File: src/rtl/fetch_stall_ctrl.sv
// Front-end PC / IF-ID / ID-EX bubble owner; 1-cycle register latency, HALT drains DRAIN_CYCLES edges.
// No valid-ready handshake: hazard unit stalls hold PC/IF-ID, enable_i=0 freezes all state.
module fetch_stall_ctrl #(
   parameter int NB_PC        = 32,
   parameter int NB_INSTR     = 32,
   parameter int NB_CTRL      = 9,
   parameter int DRAIN_CYCLES = 4,
   parameter int NB_CNT       = 16
) (
   input  logic                clock_i,
   input  logic                reset_n_i,
   input  logic                enable_i,
   input  logic                pc_write_i,
   input  logic                IF_ID_write_i,
   input  logic                stall_i,
   input  logic                halt_i,
   input  logic                branch_taken_i,
   input  logic [NB_PC-1:0]    branch_target_i,
   input  logic [NB_INSTR-1:0] instruction_i,
   input  logic [NB_CTRL-1:0]  ID_ctrl_i,
   output logic [NB_PC-1:0]    pc_o,
   output logic [NB_PC-1:0]    IF_ID_pc_next_o,
   output logic [NB_INSTR-1:0] IF_ID_instruction_o,
   output logic [NB_CTRL-1:0]  ID_EX_ctrl_o,
   output logic                halted_o,
   output logic [NB_CNT-1:0]   stall_count_o
);

   localparam int NB_DRAIN = (DRAIN_CYCLES > 1) ? $clog2(DRAIN_CYCLES) : 1;
   localparam logic [NB_DRAIN-1:0] DRAIN_LOAD = NB_DRAIN'(DRAIN_CYCLES - 1);

   typedef enum logic [1:0] {ST_RUN, ST_DRAIN, ST_HALTED} state_t;

   state_t              state_q, state_d;
   logic [NB_DRAIN-1:0] drain_q, drain_d;
   logic [NB_PC-1:0]    pc_q, pc_d;
   logic [NB_PC-1:0]    ifid_pc_next_q, ifid_pc_next_d;
   logic [NB_INSTR-1:0] ifid_instr_q, ifid_instr_d;
   logic [NB_CTRL-1:0]  idex_ctrl_q, idex_ctrl_d;
   logic                halted_q, halted_d;
   logic [NB_CNT-1:0]   stall_cnt_q, stall_cnt_d;

   logic             run;
   logic             hold_front;
   logic             br;
   logic [NB_PC-1:0] pc_plus4;

   assign run        = (state_q == ST_RUN);
   // A HALT sampled in RUN freezes the front end on that same edge, discarding any branch.
   assign hold_front = ~run | halt_i;
   assign br         = branch_taken_i & ~stall_i;
   assign pc_plus4   = pc_q + NB_PC'(4);

   always_comb begin
      state_d = state_q;
      drain_d = drain_q;
      case (state_q)
         ST_RUN: begin
            if (halt_i) begin
               state_d = ST_DRAIN;
               drain_d = DRAIN_LOAD;
            end
         end
         ST_DRAIN: begin
            if (drain_q == '0) state_d = ST_HALTED;
            else               drain_d = drain_q - NB_DRAIN'(1);
         end
         default: state_d = ST_HALTED;
      endcase
   end

   always_comb begin
      pc_d           = pc_q;
      ifid_instr_d   = ifid_instr_q;
      ifid_pc_next_d = ifid_pc_next_q;
      stall_cnt_d    = stall_cnt_q;

      if (!hold_front && pc_write_i) begin
         pc_d = br ? branch_target_i : pc_plus4;
      end

      if (!hold_front && IF_ID_write_i) begin
         if (br) begin
            ifid_instr_d   = '0;
            ifid_pc_next_d = '0;
         end else begin
            ifid_instr_d   = instruction_i;
            ifid_pc_next_d = pc_plus4;
         end
      end

      idex_ctrl_d = (stall_i || halt_i || !run) ? '0 : ID_ctrl_i;

      if (run && stall_i && !halt_i && (stall_cnt_q != '1)) begin
         stall_cnt_d = stall_cnt_q + NB_CNT'(1);
      end

      halted_d = halted_q | (state_d == ST_HALTED);
   end

   always_ff @(posedge clock_i or negedge reset_n_i) begin
      if (!reset_n_i) begin
         state_q        <= ST_RUN;
         drain_q        <= '0;
         pc_q           <= '0;
         ifid_pc_next_q <= '0;
         ifid_instr_q   <= '0;
         idex_ctrl_q    <= '0;
         halted_q       <= 1'b0;
         stall_cnt_q    <= '0;
      end else if (enable_i) begin
         state_q        <= state_d;
         drain_q        <= drain_d;
         pc_q           <= pc_d;
         ifid_pc_next_q <= ifid_pc_next_d;
         ifid_instr_q   <= ifid_instr_d;
         idex_ctrl_q    <= idex_ctrl_d;
         halted_q       <= halted_d;
         stall_cnt_q    <= stall_cnt_d;
      end
   end

   assign pc_o                = pc_q;
   assign IF_ID_pc_next_o     = ifid_pc_next_q;
   assign IF_ID_instruction_o = ifid_instr_q;
   assign ID_EX_ctrl_o        = idex_ctrl_q;
   assign halted_o            = halted_q;
   assign stall_count_o       = stall_cnt_q;

endmodule

File: config.mk
export PLATFORM = sky130hd
export DESIGN_NAME = fetch_stall_ctrl
export DESIGN_NICKNAME = d
export VERILOG_FILES = /design/src/rtl/fetch_stall_ctrl.sv
export SDC_FILE = /design/constraint.sdc
export NUM_CORES = 1
export LEC_CHECK = 0
export BUFFER_PORTS_ARGS = -buffer_cell sky130_fd_sc_hd__buf_2
export CORE_MARGIN = 2
export CORE_UTILIZATION = 47
export CTS_BUF_LIST = sky130_fd_sc_hd__clkbuf_8
export CTS_CLUSTER_SIZE = 12
export DETAILED_ROUTE_END_ITERATION = 8
export PLACE_DENSITY = 0.84
export RECOVER_POWER = 50
export SYNTH_ARGS = -nofsm -noshare
export SYNTH_HDL_FRONTEND = slang
export SYNTH_SLANG_ARGS = --single-unit
File: constraint.sdc
create_clock -name clock_i -period 1.7 [get_ports clock_i]
set_input_delay 0.085 -clock clock_i [delete_from_list [all_inputs] [get_ports clock_i]]
set_output_delay 0.085 -clock clock_i [all_outputs]
set_load 0.02 [all_outputs]
==> Yosys cells after proc, flatten, opt, wreduce, memory -nomap -nowiden <==
Cells that the tools add are included.
{ "totals": {"regBits": 126, "inputBits": 81, "word_cells": 48} }
{ "op_classes": {"n_mux": 10, "n_reduce_logical": 17, "bitwise": 5, "n_addsub": 3, "eq_ne": 5} }
{ "op_table": {"columns": ["op", "n"], "rows": [
  ["$mux W32", 3],
  ["$add A32 B3 Y32 const B", 1],
  ["$add A16 B1 Y16 const B", 1],
  ["$ne A16 B16 Y1 const B", 1],
  ["$mux W9", 1],
  ["$mux W2", 4],
  ["$pmux W2 S2", 2],
  ["$reduce_and A2 Y1", 3],
  ["$logic_and A1 B1 Y1", 5],
  ["$logic_not A2 Y1", 2],
  ["$ne A2 B2 Y1 const B", 2],
  ["$reduce_and A4 Y1", 1],
  ["$logic_not A1 Y1", 3],
  ["$eq A2 B1 Y1 const B", 1],
  ["$eq A2 B2 Y1 const B", 1],
  ["$logic_or A1 B1 Y1", 2],
  ["$not A1 Y1", 2],
  ["$or A1 B1 Y1", 2],
  ["$reduce_bool A2 Y1", 1],
  ["$sub A2 B1 Y2 const B", 1],
  ["$and A1 B1 Y1", 1]
]} }

==> Longest topological paths before layout <==
{ "depth": {"depth_word": 6, "ltp_mapped": 8, "ltp_nobuf": 6} }

==> Worst setup path after synthesis <==
OpenSTA, ideal clock, no wires.
{ "synth_timing": {"path_kind": "reg2reg", "from": "reg pc_q[2] (netlist: pc_o[2])", "to": "reg pc_q[30] (netlist: pc_o[30])", "setup_time_ns": 0.124, "arrival_time_ns": 1.936, "path_stages_with_launch": 7, "n_path_buf": 0, "required_time_ns": 1.576, "path_slack_ns": -0.360, "cell_sequence": "dfrtp_1 > ha_1 > nand2_1 > or4_1 > nor3_1 > a31oi_1 > a2bb2oi_1"} }
{ "synth_via": {"elab_chain_len": 2} }
{ "synth_lines": {"columns": ["item", "line_no", "source"], "rows": [
  ["from (decl)", "36", "logic [NB_PC-1:0] pc_q, pc_d;"],
  ["from (signal assigned)", "114", "pc_q <= pc_d;"],
  ["$add A32 B3 Y32", "52", "assign pc_plus4 = pc_q + NB_PC'(4);"],
  ["$mux W32", "79", "pc_d = br ? branch_target_i : pc_plus4;"]
]} }
Every way passes these cells.
A chain may end at the register's enable or synchronous reset.

==> Final worst setup path <==
{ "layout_timing": {"from": "reg pc_q[10] (netlist: pc_o[10])", "to": "reg pc_q[31] (netlist: pc_o[31])"} }
The elaborated chain is that of the path after synthesis.

==> reports/qor.yml <==
status: "complete, but fails checks"
violations: "setup timing"
hold_class: "input pin to flip-flop"
grt_pass1_vias: 5651
grt-ovfl-total: 0
grt_first_pass_wirelength_um: 27700
core_sq_um: 12500
max_cap_viol_count: 0
maxSlewHeadroom_pct: 33.6
power_density_nw_per_um2: 1500
layout_commonest_cell: "buf_2"
timing.rr.end: "pc_o[31]"
holdPathStages: 3
hold_start: "branch_target_i[21]"
place_area_sq_um: 7670
rsz0062_at_grt: "yes"
firstDrtPassIters: 6
synth_edf_count: 0
die_h_um: 117
ios: 203
critPathCaptureType: "flip-flop"
io_buffers: 202
yosysUniqueCellTypes: 44
cts_max_level: 4
hold_slack_ns: 0.00768
cts-root-buf: "clkbuf_8"
dp_hpwl_um: 11900
initial_core_util_pct: 47.6
ys_ff_latch: 126
syn_inst: 646
die-area_sq_um: 13600
r2r_start: "pc_o[10]"
antenna_found_initial: 0
setup_viol_count_final: 22
syn_area_sq_um: 5950
syn-num-nets: 730
antenna_cells: 0
cts_tree: "done"
rows: 41
worstHoldEndpoint: "pc_o[21]"
routabilityCongestion: 0.864
grt_usage_pct: 26.6
die_w_um: 117
placed_cells: 1044
skew_ns: 0.0117
p_leak_nw: 4.62
area.growth.synth_to_final_pct: 60.1
numCtsBuffers: 17
grt_max_degree: 79
p_total_mw: 14.3
worstPathRequired_ns: 2.06
fin_setup_tns_ns: -1.09
final_nets: 1066
wl_um: 22600
final_area_sq_um: 9530
viasPerCell: 5.62
tightest_slew_ns: 0.996
start_kind: "flip-flop"
drive_gt1_share_pct: 40.9
period_share_pct: 109
peakVddDrop_uv: 1000
wl_per_cell_um: 19.4
cts.sinks: 126
crit_fanout: 3
clk_latency_ns: 0.44
worstSetupPathType: "flip-flop to flip-flop"
worst_slack_ns: -0.152
cp.arrival_ns: 2.21
ant_nets: 0
synth_seq_area_share_pct: 53.0
final_cell_mix: "buf_2 (182), nand2_1 (121), dfrtp_1 (115)"
async_flop_share_pct: 100
clock.fmax_ghz: 0.540
drtIter0Drc: 593
slew_viol_final: 0
rr_worst_depth: 5
clk_pin_slew_ns: 0.07
drc: 0
finalNonFillerCells: 1165
vias: 6542
avgSynthCellArea_sq_um: 9.22
hold_violations: 0
synthFlopType: "dfrtp_1"
r2r_slack_ns: -0.15
cts_max_path_buffers: 2
fin_crit_ns: 1.85
yosys_warnings: 0
==> flip-flops by register name (all words and copies together), names as in the netlist <==
register / cells
ID_EX_ctrl_o: 9
IF_ID_instruction_o: 32
IF_ID_pc_next_o: 32
drain_q: 2
halted_o: 1
pc_o: 32
stall_count_o: 16
state_q: 2
==> area by class of cell <==
type                    instances  area, sq um
repair buffers                356         2640
inverters                      16         60.1
clock inverters                10         97.6
well taps                     172          215
flip-flops and latches        126         3170
fillers                       816         2990
clock buffers                  20          275
multi-input cells             465         3080
==> kinds of logic (layout without fill, tap and decap cells) <==
family	after synthesis	after routing	share of synthesized area, %
multiplexers	4	4	0.756
adder cells (fa/ha/maj)	3	3	0.630
flip-flops	126	126	53.0
AND/OR/NAND/NOR	245	246	18.7
buffers and inverters	56	402	3.57
AO/OA/AOI/OAI	169	169	17.0
XOR/XNOR	43	43	6.32
==> repair_timing <==
item	in CTS	in global routing
gates resized for setup	8	157
pin swaps	7	42
setup endpoints to repair	25	79
setup buffers	1	8
cloned	0	16
hold endpoints to repair	191	0
hold buffers	66	0
==> synth_stat cells, types with 4 or more instances <==
master	count	area, sq um
and3_1	6	37.5
nor3_1	6	30.0
a31oi_1	5	31.3
xnor2_1	16	140
nand3_1	16	80.1
o21ai_0	74	370
inv_1	16	60.1
a2bb2oi_1	18	158
and2_1	4	25.0
nand2_1	148	556
nor2_1	29	109
clkbuf_1	37	139
nand4_1	13	81.3
o31ai_1	8	60.1
mux2_2	4	45.0
and4_1	5	43.8
dfrtp_1	126	3150
o22ai_1	18	113
a21oi_1	27	135
xor2_1	27	236
==> worst max-delay path by stage <==
stage | start | end | slack (ns)
after floorplan | pc_o[5] | pc_o[31] | -0.23
after global placement | pc_o[2] | pc_o[20] | -0.09
after detailed placement | pc_o[2] | pc_o[26] | -0.16
after CTS | pc_o[10] | pc_o[31] | -0.13
after global routing | pc_o[10] | pc_o[31] | -0.18
final | pc_o[10] | pc_o[31] | -0.15
==> per-layer routing <==
metal | vias up | track usage, % | routed length, um
met5 | - | 0 | 0
met4 | 0 | 12.2 | 868
met3 | 89 | 7.47 | 1920
met2 | 384 | 43.5 | 11100
met1 | 3153 | 32.8 | 8680
li1 | 2916 | - | -
==> metrics by stage <==
stage          util [%]  setup WS [ns]
6_report           76.1         -0.152
5_1_grt            76.1         -0.176
4_1_cts            69.8         -0.131
3_5_place_dp       61.3         -0.161
3_3_place_gp       61.3        -0.0872
2_1_floorplan         -         -0.225
==> power breakdown <==
group          switching, mW  leakage, nW  internal (mW)  total [mW]
clock                   1.14        0.206           1.38        2.51
combinational           4.09         2.83           2.74        6.82
sequential             0.865         1.58           4.13        5.00
total                   6.09         4.62           8.25        14.3
==> critical path, stage by stage, from the launching register on <==
cell	delay, ns
dfrtp_2	0.39
nand4_4	0.11
or4_4	0.51
or4_4	0.47
a21oi_2	0.15
a2bb2oi_1	0.15
Power figures use the tool's default switching activity.
